--- config.mk ---
export PLATFORM = sky130hd
export DESIGN_NAME = fir_mac_seq
export DESIGN_NICKNAME = d
export VERILOG_FILES = /design/src/rtl/fir_mac_seq.sv
export SDC_FILE = /design/constraint.sdc
export NUM_CORES = 1
export LEC_CHECK = 0
export ABC_CLOCK_PERIOD_IN_PS = 10170
export CORE_ASPECT_RATIO = 1.75
export CORE_MARGIN = 5
export CORE_UTILIZATION = 65
export DETAILED_ROUTE_END_ITERATION = 7
export HOLD_SLACK_MARGIN = 0.06
export PLACE_DENSITY = 0.83
export RECOVER_POWER = 25
export SETUP_SLACK_MARGIN = 0.5
export SYNTH_ARGS = -nofsm -noshare
export SYNTH_HDL_FRONTEND = slang
export SYNTH_SLANG_ARGS = --single-unit
--- constraint.sdc ---
create_clock -name clk -period 10.17 [get_ports clk]
set_input_delay 3.051 -clock clk [delete_from_list [all_inputs] [get_ports clk]]
set_output_delay 3.051 -clock clk [all_outputs]
set_load 0.05 [all_outputs]
--- src/rtl/fir_mac_seq.sv ---
// Sequential multiply-accumulate FIR engine.
// Each accepted sample shifts into a TAPS-deep delay line. The engine then makes one
// multiply-add pass per tap through a single shared accumulator and holds the filtered
// result on a valid/ready output until it is taken. Coefficients can be rewritten while idle.
module fir_mac_seq #(
  parameter int unsigned DATA_W = 8,
  parameter int unsigned COEF_W = 8,
  parameter int unsigned TAPS   = 4,
  parameter int unsigned ACC_W  = 18,
  localparam int unsigned IDX_W = (TAPS > 1) ? $clog2(TAPS) : 1
) (
  input  logic                     clk,
  input  logic                     rst_n,
  input  logic                     in_valid,
  output logic                     in_ready,
  input  logic signed [DATA_W-1:0] in_data,
  input  logic                     coef_we,
  input  logic [IDX_W-1:0]         coef_addr,
  input  logic signed [COEF_W-1:0] coef_data,
  output logic                     out_valid,
  input  logic                     out_ready,
  output logic signed [ACC_W-1:0]  out_data,
  output logic                     busy
);

  localparam int unsigned PROD_W = DATA_W + COEF_W;

  typedef enum logic [1:0] {
    StIdle,
    StMac,
    StOut
  } state_e;

  state_e                    state_q, state_d;
  logic signed [DATA_W-1:0]  x_q [TAPS];
  logic signed [DATA_W-1:0]  x_d [TAPS];
  logic signed [COEF_W-1:0]  c_q [TAPS];
  logic signed [COEF_W-1:0]  c_d [TAPS];
  logic signed [ACC_W-1:0]   acc_q, acc_d;
  logic signed [ACC_W-1:0]   out_data_q, out_data_d;
  logic [IDX_W-1:0]          idx_q, idx_d;
  logic                      out_valid_q, out_valid_d;

  logic signed [PROD_W-1:0]  prod;
  logic signed [ACC_W-1:0]   sum;
  logic                      last_tap;
  logic                      coef_fire;

  assign in_ready  = (state_q == StIdle);
  assign busy      = (state_q != StIdle);
  assign out_valid = out_valid_q;
  assign out_data  = out_data_q;

  // Single shared multiplier; the signed product is sign-extended into the accumulator.
  assign prod     = x_q[idx_q] * c_q[idx_q];
  assign sum      = acc_q + ACC_W'(prod);
  assign last_tap = (idx_q == IDX_W'(TAPS - 1));

  // Out-of-range addresses are dropped so a non-power-of-two TAPS never writes past the array.
  assign coef_fire = in_ready && coef_we && (32'(coef_addr) < TAPS);

  // Next-state logic for the FSM, delay line, coefficient bank and accumulator.
  always_comb begin
    state_d     = state_q;
    x_d         = x_q;
    c_d         = c_q;
    acc_d       = acc_q;
    idx_d       = idx_q;
    out_valid_d = out_valid_q;
    out_data_d  = out_data_q;

    // A write in the accept cycle lands before the first MAC edge, so that pass uses it.
    if (coef_fire) begin
      c_d[coef_addr] = coef_data;
    end

    unique case (state_q)
      StIdle: begin
        if (in_valid) begin
          x_d[0] = in_data;
          for (int k = 1; k < TAPS; k++) begin
            x_d[k] = x_q[k-1];
          end
          acc_d   = '0;
          idx_d   = '0;
          state_d = StMac;
        end
      end
      StMac: begin
        acc_d = sum;
        if (last_tap) begin
          state_d     = StOut;
          out_valid_d = 1'b1;
          out_data_d  = sum;
        end else begin
          idx_d = idx_q + IDX_W'(1);
        end
      end
      StOut: begin
        if (out_ready) begin
          out_valid_d = 1'b0;
          state_d     = StIdle;
        end
      end
      default: begin
        state_d = StIdle;
      end
    endcase
  end

  // State registers; reset clears everything, including any result not yet taken.
  always_ff @(posedge clk or negedge rst_n) begin
    if (!rst_n) begin
      state_q     <= StIdle;
      acc_q       <= '0;
      idx_q       <= '0;
      out_valid_q <= 1'b0;
      out_data_q  <= '0;
      for (int k = 0; k < TAPS; k++) begin
        x_q[k] <= '0;
        c_q[k] <= '0;
      end
    end else begin
      state_q     <= state_d;
      acc_q       <= acc_d;
      idx_q       <= idx_d;
      out_valid_q <= out_valid_d;
      out_data_q  <= out_data_d;
      x_q         <= x_d;
      c_q         <= c_d;
    end
  end

endmodule

# [Yosys cells after proc, flatten, opt, wreduce, memory -nomap -nowiden]
# Index checks and enable logic that the tools add are counted.
[word_totals] out_inout_bits=21 input_bits=23 reg_bits=105 wordCells=61
[classes] bitwise=2 n_mul=1 n_eq_ne=7 mux=21 n_addsub=2 magnitude_cmp=3 reduce_logical=12
[ops] cell="two-way mux 8 bit" count=5
[ops] cell="case mux 18 bit (2 select lines)" count=1
[ops] cell="binary-select mux 8 bit (select 2 bit)" count=2
[ops] cell="bitwise mux 32 bit" count=1
[ops] cell="adder 18 x 16 -> 18 bit" count=1
[ops] cell="two-way mux 18 bit" count=1
[ops] cell="demux 8 bit (select 2 bit)" count=1
[ops] cell="multiplier 8 x 8 -> 16 bit" count=1
[ops] cell="two-way mux 2 bit" count=5
[ops] cell="AND reduction 3 bit" count=3
[ops] cell="!= test 2 bit (second input constant)" count=4
[ops] cell="greater-or-equal comparator 3 bit (second input constant)" count=2
[ops] cell="inverter 2 -> 3 bit" count=2
[ops] cell="case mux 2 bit (3 select lines)" count=1
[ops] cell="AND reduction 2 bit" count=3
[ops] cell="nonzero test 2 bit" count=3
[ops] cell="== test 2 bit (second input constant)" count=2
[ops] cell="case mux 2 bit (2 select lines)" count=1
[ops] cell="< comparator 3 x 1 -> 1 bit (second input constant)" count=1
[ops] cell="adder 2 x 1 -> 2 bit (second input constant)" count=1
[ops] cell="== test 2 x 1 -> 1 bit (second input constant)" count=1
[ops] cell="logical AND 1 bit" count=2
[ops] cell="logical NOT 2 bit" count=1
[ops] cell="two-way mux 1 bit" count=2
[ops] cell="case mux 1 bit (2 select lines)" count=1

# [Depth between registers and ports, before layout]
[logic_depth] depth_word=7 depth_mapped=21 depth_no_buf=19

# [Least setup slack after synthesis]
# No wires, ideal clock.
[synth_timing] path_type="register to register" start="reg idx_q[0]" end="reg out_data_q[15] (netlist: out_data[15])" path_stages_with_launch=18 setup_ns=0.136 path_buffers=1 period_less_slack_ns=5.364 t_arrival_ns=5.228 setup_slack_ns=4.806 required_ns=10.034 cell_sequence="dfrtp_1 > buf_4 > mux4_2 > and2_1 > inv_1 > fa_1 > inv_1 > fa_1 > fa_1 > fa_1 > fa_1 > ha_1 > o21ai_0 > o21a_1 > o21ai_0 > a41oi_1 > xor2_1 > o21ai_0"
[synth_via] elab_chain_len=6 word_cells_on_any_way=11 cone_classes="add/sub: 1; mul: 1; eq/ne: 1; mux: 6; bitwise: 1; reduce/logical: 1"
[synth_lines] item="from (decl)" line="41" rtl="logic [IDX_W-1:0] idx_q, idx_d;"
[synth_lines] item="from (signal assigned)" line="126" rtl="idx_q <= idx_d;"
[synth_lines] item="inverter 2 -> 3 bit (not written as such)" line="55" rtl="assign prod = x_q[idx_q] * c_q[idx_q];"
[synth_lines] item="binary-select mux 8 bit (select 2 bit)" line="55"
[synth_lines] item="two-way mux 8 bit (not written as such) (2 in series)" line="55"
[synth_lines] item="multiplier 8 x 8 -> 16 bit" line="55"
[synth_lines] item="adder 18 x 16 -> 18 bit" line="56" rtl="assign sum = acc_q + ACC_W'(prod);"
[synth_lines] item="to (signal assigned)" line="128" rtl="out_data_q <= out_data_d;"
[synth_lines] item="to (decl)" line="40" rtl="logic signed [ACC_W-1:0] out_data_q, out_data_d;"
# Parallel ways exist; a longest one is shown, timed or not. The select of a mux whose other input is x is not followed.
# A chain may end at the register's enable or synchronous reset.

# [Worst setup path after layout]
[layout_timing] start="reg idx_q[0]" end="reg out_data_q[17] (netlist: out_data[17])"
# Same word-level chain as after synthesis.

==> out/qor.yml <==
final_common_cell: "dfrtp_1"
initial_core_util_pct: 66.15
crit_chain: "clkbuf_1 > mux4_2 > and2_1 > inv_1 > fa_1 > inv_1 > fa_1 > fa_1 > fa_1 > fa_1 > ha_1 > o21ai_0 > o21a_1 > nor3b_1 > o22ai_1 > xnor2_1 > o21ai_0"
final_util_pct: 73.37
grt_pass1_wl_mm: 27.41
clk-insertion-delay-late_ns: 0.36
num_vias: 5007
syn_nets: 799
gp_congestion: 0.9038
min_period_ns: 6.872
most-common-layout-cells: "105 x dfrtp_1, 90 x inv_1, 80 x fa_1"
die_area_sq_mm: 0.01414
grt_overflow: 0
cts_made_buffers: 9
rsz0062_at_grt: "false"
fin_worst_skew_ns: 0.008636
arrival_ns: 7.07
crit_path_max_incr_delay_ns: 0.90
cts_resized: 0
vias_per_cell: 6.018
fin_nets: 838
tns_ns: 0
io_buffers: 43
endpoint_kind: "flip-flop"
fin_crit_sh_pct: 67.57
synthXorXnorAreaFrac_pct: 1.715
synth_top_family_by_area: "adder cells"
outcome: "complete, but fails checks"
num_rows: 52
holdBufCountCts: 0
ant_nets: 0
setup_viol: 0
critPathLaunchType: "flip-flop"
crit_slowest_cell: "clkbuf_1"
worstPathMaxFanout: 14
cts_max_level: 3
ys_warn_count: 0
whs_ns: 0.4809
yosys.area_share.simple_pct: 9.472
cts_setup_buffers: 0
antenna_found_initial: 0
synth_cell_type_count: 46
synth-seq-area-share_pct: 34.30
yosys_register_bits: 105
area_delta_synth_final_pct: 10.91
die_x_um: 92.07
multiInputGateArea_sq_mm: 0.004613
slew_headroom_pct: -44.05
drt_pass1_iterations: 4
worstPathRequired_ns: 10.37
tightest_slew_ns: 2.161
remaining_drc_errors: 0
grtUsageTotal_pct: 24.62
clock_path_buffers: 2
crit_type: "flip-flop to flip-flop"
min_path_cells: 2
io_pins: 44
core_sq_mm: 0.01158
ff_latch_area_sq_mm: 0.002628
cts-root-buf: "clkbuf_16"
cts_sinks: 105
timing_hold_violations_final: 0
netlist_area_sq_mm: 0.007661
cap_violations: 1
drv_slew: 42
first_global_vias: 5592
violations: "max-capacitance violations, max-slew violations"
wl_per_cell_um: 19.27
crit_path_frequent_cell: "fa_1"
synth_compound_area_share_pct: 5.830
grt_max_degree: 66
fp.dieH_um: 153.6
netlist_instances: 653
clkTransAtPathRegs_ns: 0.08
layout-drive-gt1-share_pct: 16.36
syn_area_per_cell_sq_um: 11.73
cts_tree: "yes"
hp-class: "flip-flop to flip-flop"
wl_mm: 16.04
reg2reg_depth: 17
nFillCells: 780
hpwl_mm: 12.28
drt_iter0_drc: 174
synth_adder_area_share_pct: 27.93
fmax_ghz: 0.1455
yosys-mux-area-fraction_pct: 15.24
antenna_cells: 0
state kept, by name (all words and copies together) (netlist names):
name / cells
acc_q: 18
out_valid: 1
idx_q: 2
c_q: 32
x_q: 32
out_data: 18
state_q: 2
cell families after synthesis:
| kind of cell | count (synthesis) |
|---|---|
| xor gates and xnor gates | 15 |
| and+or+nand+nor | 143 |
| muxes | 89 |
| AOI/OAI and AO/OA | 70 |
| DFF | 105 |
| buffers and inverters | 108 |
| adders and majority gates | 123 |
metal layers:
layer  global-route usage [%]  part of all wire, %  vias to the layer above
li1                         -                    -                     2245
met1                    29.66                   37                     2581
met2                    43.03                   54                      129
met3                    3.765                  4.2                       52
met4                    11.69                  4.7                        0
met5                        0                    0                        -
final timing paths:
path                                                from                        to  slack, ns
worst min register to register  out_data[10]$_DFFE_PN0P_  out_data[10]$_DFFE_PN0P_       0.48
min in group asynchronous                          rst_n  out_data[16]$_DFFE_PN0P_       3.32
worst min-delay path            out_data[10]$_DFFE_PN0P_  out_data[10]$_DFFE_PN0P_       0.48
max in group asynchronous                          rst_n       x_q[13]$_DFFE_PN0P_       5.09
worst max-delay path                idx_q[0]$_DFFE_PN0P_  out_data[17]$_DFFE_PN0P_       3.30
worst max register to register      idx_q[0]$_DFFE_PN0P_  out_data[17]$_DFFE_PN0P_       3.30
critical path, delay by kind of cell (launching register included):
kind                       cells  cell delay, ns
AOI/OAI and AO/OA              4            0.59
xor gates and xnor gates       1            0.18
adders and majority gates      6            2.83
buffers and inverters          3            1.10
DFF                            1            0.51
muxes                          1            0.52
and+or+nand+nor                2            1.00
synthesized netlist by cell type, drive strengths merged:
master / instances / area [sq um]
nor3: 8 / 45.04
xnor2: 9 / 78.83
mux4: 15 / 337.8
nor2b: 2 / 12.51
a21o: 5 / 37.54
nor2: 15 / 63.81
a211o: 1 / 8.760
o21ai: 28 / 143.9
dfrtp: 105 / 2628
buf: 9 / 50.04
a211oi: 3 / 27.52
or2: 3 / 18.77
nand3: 20 / 100.1
a21oi: 9 / 45.04
xor2: 6 / 52.55
and2: 37 / 231.5
clkbuf: 9 / 35.03
inv: 90 / 337.8
and3: 1 / 6.260
o31ai: 6 / 45.04
nand4: 3 / 18.77
nor3b: 2 / 26.28
mux2i: 3 / 30.03
nand2: 50 / 190.2
fa: 80 / 1602
o22ai: 1 / 6.260
mux2: 71 / 799.5
o211ai: 1 / 7.510
ha: 43 / 538.0
nand2b: 2 / 12.51
a41oi: 1 / 8.760
o311ai: 1 / 8.760
o21a: 11 / 83.83
a22o: 1 / 8.760
o21bai: 2 / 15.01
stage by stage:
stage	cell area, sq um	std cells	setup slack, ns
final	8497	832	3.298
after global routing	8497	832	2.785
after CTS	8504	832	3.859
after detailed placement	8198	816	3.878
after global placement	8198	816	4.029
after floorplan	7661	653	4.806
area by class of cell:
type                    instances  share of cell area (%)
clock buffers                  10                   2.813
clock inverters                 6                  0.7952
inverters                      90                   3.976
multi-input cells             440                   54.29
flip-flops and latches        105                   30.92
well taps                     135                   1.988
repair buffers                 46                   5.213
Power is not shown: default switching activity piles up to over one toggle a cycle in this logic, so the estimate is an artifact.
